$ cat config.mk
export PLATFORM = sky130hd
export DESIGN_NAME = fetch_ctrl
export DESIGN_NICKNAME = d
export VERILOG_FILES = /design/src/rtl/fetch_ctrl.sv
export SDC_FILE = /design/constraint.sdc
export NUM_CORES = 1
export LEC_CHECK = 0
export BUFFER_PORTS_ARGS = -buffer_cell sky130_fd_sc_hd__buf_2
export CORE_ASPECT_RATIO = 1.25
export CORE_UTILIZATION = 56
export CTS_CLUSTER_DIAMETER = 100
export DETAILED_ROUTE_END_ITERATION = 7
export GPL_TIMING_DRIVEN = 0
export PLACE_DENSITY = 0.8
export SLEW_MARGIN = 20
export SYNTH_ARGS = -nofsm -noshare
export SYNTH_HDL_FRONTEND = slang
export SYNTH_SLANG_ARGS = --single-unit
$ cat constraint.sdc
create_clock -name clk -period 2.28 [get_ports clk]
set_input_delay 0.114 -clock clk [delete_from_list [all_inputs] [get_ports clk]]
set_output_delay 0.114 -clock clk [all_outputs]
set_load 0.005 [all_outputs]
$ cat src/rtl/fetch_ctrl.sv
// Fetch PC register and single-outstanding instruction-bus sequencer feeding decode.
// data_ok in cycle N gives f_valid in N+1; stall holds f_* and parks data in a skid buffer; redirect flushes.
module fetch_ctrl #(
  parameter logic [63:0] PC_RESET = 64'h0000_0000_8000_0000
) (
  input  logic        clk,
  input  logic        reset,
  input  logic [63:0] pc_next,
  input  logic        redirect,
  input  logic        stall,
  output logic        ireq_valid,
  output logic [63:0] ireq_addr,
  input  logic        iresp_data_ok,
  input  logic [31:0] iresp_data,
  output logic [63:0] pcplus4,
  output logic        f_valid,
  output logic [63:0] f_pc,
  output logic [31:0] f_instr,
  output logic        f_misalign
);

  typedef enum logic [1:0] {
    S_REQ,
    S_HOLD,
    S_DISCARD
  } state_e;

  typedef struct packed {
    logic        valid;
    logic        misalign;
    logic [63:0] pc;
    logic [31:0] instr;
  } f_entry_t;

  state_e      state_q, state_d;
  logic [63:0] pc_q, pc_d;
  logic [63:0] req_addr_q, req_addr_d;
  logic [31:0] buf_instr_q, buf_instr_d;
  f_entry_t    f_q, f_d;
  logic        misaligned;

  assign misaligned = (pc_q[1:0] != 2'b00);
  assign pcplus4    = pc_q + 64'd4;
  assign ireq_addr  = req_addr_q;
  assign ireq_valid = !reset &&
                      (((state_q == S_REQ) && !misaligned) || (state_q == S_DISCARD));

  assign f_valid    = f_q.valid;
  assign f_misalign = f_q.misalign;
  assign f_pc       = f_q.pc;
  assign f_instr    = f_q.instr;

  always_comb begin
    state_d     = state_q;
    pc_d        = pc_q;
    req_addr_d  = req_addr_q;
    buf_instr_d = buf_instr_q;
    f_d         = f_q;
    // Flush beats stall; a plain stall keeps every output field frozen.
    if (redirect || !stall) begin
      f_d.valid = 1'b0;
    end

    case (state_q)
      S_REQ: begin
        if (misaligned) begin
          // No bus request; the fault is re-reported every unstalled cycle until redirected.
          if (redirect) begin
            pc_d       = pc_next;
            req_addr_d = pc_next;
          end else if (!stall) begin
            f_d = '{valid: 1'b1, misalign: 1'b1, pc: pc_q, instr: 32'h0};
          end
        end else if (iresp_data_ok) begin
          if (redirect) begin
            pc_d       = pc_next;
            req_addr_d = pc_next;
          end else if (!stall) begin
            f_d        = '{valid: 1'b1, misalign: 1'b0, pc: pc_q, instr: iresp_data};
            pc_d       = pc_next;
            req_addr_d = pc_next;
          end else begin
            buf_instr_d = iresp_data;
            state_d     = S_HOLD;
          end
        end else if (redirect) begin
          // Request cannot be withdrawn: wait out its response with the old address.
          pc_d    = pc_next;
          state_d = S_DISCARD;
        end
      end

      S_HOLD: begin
        if (redirect) begin
          pc_d       = pc_next;
          req_addr_d = pc_next;
          state_d    = S_REQ;
        end else if (!stall) begin
          f_d        = '{valid: 1'b1, misalign: 1'b0, pc: pc_q, instr: buf_instr_q};
          pc_d       = pc_next;
          req_addr_d = pc_next;
          state_d    = S_REQ;
        end
      end

      S_DISCARD: begin
        if (redirect) begin
          pc_d = pc_next;
        end
        if (iresp_data_ok) begin
          req_addr_d = redirect ? pc_next : pc_q;
          state_d    = S_REQ;
        end
      end

      default: begin
        state_d = S_REQ;
      end
    endcase
  end

  always_ff @(posedge clk) begin
    if (reset) begin
      state_q     <= S_REQ;
      pc_q        <= PC_RESET;
      req_addr_q  <= PC_RESET;
      buf_instr_q <= 32'h0;
      f_q         <= '0;
    end else begin
      state_q     <= state_d;
      pc_q        <= pc_d;
      req_addr_q  <= req_addr_d;
      buf_instr_q <= buf_instr_d;
      f_q         <= f_d;
    end
  end

endmodule

==> results of run 1 <==
[final cells by class]
class,instances,share of cell area [%]
diodes,6,0.0713
well taps,345,2.05
plain buffers,196,5.26
multi-input cells,1458,46.5
inverters,75,1.35
repair buffers,492,15.1
clock buffers,36,3.61
clock inverters,12,0.797
flip-flops and latches,260,25.2
[how the worst max path moves through the flow]
| stage | end | startpoint | cells after the start |
|---|---|---|---|
| global placement | f_pc[16] | state_q[0] | 9 |
| detailed placement | f_pc[20] | state_q[0] | 9 |
| global route | pcplus4[59] | pc_q[36] | 8 |
| finish | pcplus4[59] | pc_q[36] | 8 |
| CTS | pcplus4[40] | pc_q[10] | 8 |
| floorplan | f_instr[10] | state_q[0] | 8 |
[sequential cells by signal, summed over array words and instances, names as in the netlist]
register,flops
f_misalign,1
state_q,2
f_instr,32
f_pc,64
pc_q,64
ireq_addr,64
f_valid,1
buf_instr_q,32
[layer usage]
layer	GRT usage [%]	wire length, um	vias up
li1	-	-	8208
met2	66.2	28700	1308
met1	49.5	22100	8526
met3	7.05	6640	339
met4	23.8	3890	2
met5	0	11	-
[cells by family after synthesis]
| logic type | after synthesis | share of synthesized area (%) |
|---|---|---|
| AO/OA/AOI/OAI | 661 | 29.0 |
| XOR/XNOR | 60 | 3.38 |
| adder cells (fa/ha/maj) | 5 | 0.402 |
| buffers and inverters | 302 | 8.60 |
| flip-flops | 260 | 33.5 |
| multiplexers | 69 | 4.97 |
| AND/OR/NAND/NOR | 662 | 20.1 |
[Yosys cell counts (16+ instances only)]
library cell,count
dfxtp_1,260
a221oi_2,59
nand3_1,88
inv_1,75
buf_6,16
a221oi_1,38
xor2_1,28
nand3b_1,56
buf_2,28
o21ai_0,196
a21boi_0,63
xnor2_1,32
nor3_1,44
a21oi_1,225
nand2_1,283
clkbuf_1,164
mux2_2,66
nor2_1,123
a311oi_1,61
[stage by stage]
stage                     TNS, ps  cells
after floorplan                 0   2019
after global placement     -94560   2689
after detailed placement   -86540   2690
after CTS                   -6020   2840
after global routing       -12620   2877
final                       -9720   2880
[worst register-to-register path: stages (launching register included)]
cell and delay [ps]:
dfxtp_2 350, inv_1 80, ha_2 180, clkbuf_4 190, nor2b_4 160, a2111o_1 430, buf_8 190, buf_4 190
a221oi_1 270, nor3_1 80
[power groups by stage]
stage	Clock [mW]	Combinational (mW)	Sequential (mW)
3_5_place_dp	0	12.1	6.88
3_3_place_gp	0	11.8	6.83
4_1_cts	4.70	12.3	7.33
5_1_grt	4.89	14.4	7.72
6_report	4.72	13.4	7.61
2_1_floorplan	0	8.35	6.68
[repair_timing]
item	4_1_cts	5_1_grt
hold buffers	94	0
buffers inserted	29	44
gates resized for setup	190	158
setup endpoints to repair	266	276
pin swaps	29	44
cloned	1	0
endpoints found under the hold margin	133	0
==> results.yml, run 1 <==
outcome:
  status: "complete, but fails checks"
  failed_checks: "setup timing"
clocking:
  cts_buffer_depth: 3
  ctsRootBufferMaster: "clkbuf_16"
  clk_pin_slew_ps: 70
  clock_sinks: 260
  cts_tree: "yes"
  htreeDepth: 1
  numCtsBuffers: 27
  insertion_delay_ps: 560
finish:
  fin_util_pct: 77.7
  fin_nets: 2616
  synthToLayoutAreaGrowth_pct: 35.3
  multi_input_area_um2: 9790
  regArea_um2: 5310
  drive_gt1_share_pct: 32.5
  final_common_cell: "buf_2"
  final_area_um2: 21000
  layout_common_cells: "buf_2, nand2_1, a21oi_1"
  num-fill-cells: 1869
global_route:
  grt_max_degree: 15
  grt_pass1_vias: 17200
  track_usage_pct: 40.5
  antenna_found_initial: 4
  grt_pass1_wl_um: 91300
  grt_overflow: 0
setup_path:
  crit_path_end_kind: "output pin"
  crit_required_ps: 2170
  rr_endpoint: "f_instr[10]"
  reg2reg_depth: 9
  path_max_fanout: 6
  path_delay_family: "simple AND/OR/NAND/NOR gates"
  start_kind: "flop"
  worstPathArrival_ps: 2520
  cp_slowest_cell: "nor4_4"
  cpMostUsedCell: "buf_6"
  cp_cell_sequence: "buf_6, nand4_4, nor4_4, nand4_1, buf_6, nor3_4, xor2_1, buf_2"
  crit_type: "flop to output pin"
  r2r-start: "state_q[0]"
  max_stage_delay_ps: 380
  path_buf_inv: 3
  reg2reg_slack_ps: 30
power:
  power.density_nw_per_um2: 1220
  power.internal_mw: 14.3
  power_frac_seq_pct: 29.6
  ir_drop_v: 0.000885
  p_comb_share_pct: 52.1
  finalPower_mw: 25.7
  switching_power_mw: 11.4
  power_leakage_nw: 8.64
  switching_share_pct: 44.3
  clock_power_share_pct: 18.4
sta:
  max_freq_ghz: 0.380
  tightestPinTransition_ps: 1030
  slew_violations: 0
  setup-violations-final: 49
  rsz0062_at_grt: "true"
  holdWs_ps: 14.7
  slew_headroom_pct: 31.4
  hold_violations: 0
  clock_skew_ps: 27.2
  period_share_pct: 115
  fin_crit_ps: 2630
  setup_slack_ps: -349
yosys:
  ys_warn_count: 0
  synth_top_area_share_pct: 33.5
  synth_cells: 2019
  avgSynthCellArea_um2: 7.70
  synth.largest_area_cell: "dfxtp_1"
  async_reset_ff_share_pct: 0
  synth-edff-count: 0
  synth_area_leaders: "dfxtp_1, a21oi_1, nand2_1"
  synth_nets: 2125
  seq_area_frac_synth_pct: 33.5
  ys.flop_type: "dfxtp_1"
  ys_ff_latch: 260
  synth.distinct_cells: 54
  syn_area_um2: 15500
worst_hold_path:
  hp-class: "input port to flop"
  hold_depth: 3
  whs_endpoint: "ireq_addr[1]"
  worstHoldStart: "pc_next[1]"
place:
  dpl-instance-area_um2: 17600
  preCtsSetupSlack_ps: -614
  gp_congestion: 0.918
  dp_hpwl_um: 40300
  portBuffers: 325
detailed_routing:
  drt_wl_total_um: 61400
  via_per_inst: 6.38
  num_vias: 18400
  drt_first_pass_iters: 8
  drt_iter0_drc: 2078
  wl_per_cell_um: 21.3
  drc: 0
  drtAntennaViolNets: 0
floorplan:
  dieArea_um2: 28400
  num_rows: 67
  initial_utilization_pct: 57.4
  fp.dieW_um: 151
  die_h_um: 188
  num_io_pins: 328
  core_area_um2: 27100
flow_run:
  maxCapViolCount: 0
(Power assumes the default switching activity.)
==> inputs of run 2 (changes only) <==
--- a/config.mk
+++ b/config.mk
@@ -6,7 +6,6 @@
 export NUM_CORES = 1
 export LEC_CHECK = 0
 export BUFFER_PORTS_ARGS = -buffer_cell sky130_fd_sc_hd__buf_2
-export CORE_ASPECT_RATIO = 1.25
 export CORE_UTILIZATION = 56
 export CTS_CLUSTER_DIAMETER = 100
 export DETAILED_ROUTE_END_ITERATION = 7
==> run 2 against run 1 <==
Against the previous run:
- the run still ends with setup timing left
- combinational power is essentially flat
- clock skew shrank 14 ps
- die area is essentially flat
- clock-buffer cell count grew 9
- non-clock buffer count shrank 15
- critical endpoint is now pcplus4[47]
- largest cell class unchanged
==> results.yml, run 2 (synthesis results as in run 1) <==
place:
  portBuffers: 325
  dp_hpwl_um: 40200
  gp_congestion: 0.944
  dpl-instance-area_um2: 17700
  preCtsSetupSlack_ps: -651
clocking:
  clock_sinks: 260
  numCtsBuffers: 29
  htreeDepth: 1
  cts_tree: "yes"
  insertion_delay_ps: 570
  clk_pin_slew_ps: 60
  ctsRootBufferMaster: "clkbuf_16"
  cts_buffer_depth: 3
global_route:
  grt_max_degree: 15
  antenna_found_initial: 4
  grt_pass1_wl_um: 91600
  track_usage_pct: 40.2
  grt_overflow: 0
  grt_pass1_vias: 17100
floorplan:
  initial_utilization_pct: 57.4
  dieArea_um2: 28400
  fp.dieW_um: 169
  die_h_um: 169
  core_area_um2: 27100
  num_io_pins: 328
  num_rows: 60
power:
  p_comb_share_pct: 52.1
  switching_share_pct: 44.5
  ir_drop_v: 0.000739
  finalPower_mw: 25.7
  switching_power_mw: 11.4
  power.internal_mw: 14.2
  power_frac_seq_pct: 29.3
  clock_power_share_pct: 18.7
  power.density_nw_per_um2: 1220
  power_leakage_nw: 8.67
setup_path:
  worstPathArrival_ps: 2580
  crit_required_ps: 2170
  crit_path_end_kind: "output pin"
  start_kind: "flop"
  crit_type: "flop to output pin"
  path_max_fanout: 7
sta:
  period_share_pct: 118
  setup_slack_ps: -413
  fin_crit_ps: 2690
  tightestPinTransition_ps: 1140
  final.setup.tns_ps: -10840
  slew_violations: 0
  rsz0062_at_grt: "true"
  max_freq_ghz: 0.371
  clock_skew_ps: 12.7
  setup-violations-final: 43
  slew_headroom_pct: 24.1
  hold_violations: 0
outcome:
  failed_checks: "setup timing"
  status: "complete, but fails checks"
finish:
  fin_nets: 2603
  final_common_cell: "buf_2"
  synthToLayoutAreaGrowth_pct: 35.3
  drive_gt1_share_pct: 31.8
  layout_common_cells: "buf_2, nand2_1, a21oi_1"
  fin_util_pct: 77.6
  final_area_um2: 21000
detailed_routing:
  via_per_inst: 6.33
  drc: 0
  drt_iter0_drc: 2353
  num_vias: 18300
  wl_per_cell_um: 21.0
  drt_wl_total_um: 60700
  drt_first_pass_iters: 8
  drtAntennaViolNets: 0
worst_hold_path:
  hp-class: "input port to flop"
flow_run:
  maxCapViolCount: 0
==> run 2: timing repair <==
| item | CTS | global route |
|---|---|---|
| setup endpoints to repair | 273 | 260 |
| resized for setup | 199 | 136 |
| buffers inserted | 30 | 26 |
| cloned | 1 | 0 |
| hold buffers | 95 | 0 |
| pin swaps | 30 | 28 |
| endpoints found under the hold margin | 137 | 0 |
==> run 2: per-layer routing <==
metal	vias to the layer above	track usage (%)	part of all wire (%)
met2	1348	65.5	46
met4	0	19.5	5.2
met1	8521	51.2	38
li1	8179	-	-
met5	-	0	0
met3	264	7.76	12
==> run 2: path summary, 6_finish.rpt <==
kind	cells past startpoint	slack (ps)	end	start
hold / removal	3	10	ireq_addr[0]	pc_next[0]
setup / recovery	8	-410	pcplus4[47]	pc_q[6]
setup reg to reg	6	20	pc_q[6]	pc_q[0]
hold reg to reg	2	450	f_pc[38]	f_pc[38]
==> run 2: final cells by class <==
| class | count | area, um^2 |
|---|---|---|
| Fill cell | 1834 | 6070 |
| Buffer | 197 | 1130 |
| Inverter | 75 | 284 |
| Multi-Input combinational cell | 1458 | 9800 |
| Sequential cell | 260 | 5290 |
| Clock buffer | 45 | 896 |
| Tap cell | 372 | 465 |
| Timing Repair Buffer | 476 | 3080 |
| Antenna cell | 4 | 10.0 |
| Clock inverter | 8 | 72.6 |
==> run 2: power groups by stage <==
stage	logic, mW	clock network, mW	registers, mW
floorplan	8.35	0	6.68
global placement	11.8	0	6.81
detailed placement	12.2	0	6.87
CTS	12.6	4.75	7.27
global route	14.3	4.95	7.61
finish	13.4	4.79	7.51
==> run 2: per-stage QoR <==
| stage | hold slack (ps) | instances |
|---|---|---|
| 2_1_floorplan | 250 | 2019 |
| 3_3_place_gp | 369 | 2716 |
| 3_5_place_dp | 373 | 2717 |
| 4_1_cts | 1.33 | 2876 |
| 5_1_grt | 23.1 | 2895 |
| 6_report | 14.8 | 2895 |
==> run 2: critical path, cell delays in order (launching register included) <==
cell and delay (ps):
dfxtp_2 360, nand4_1 150, buf_6 180, nor4_4 340
buf_4 170, and4_4 320, and3_1 200, xor2_1 150
buf_2 130
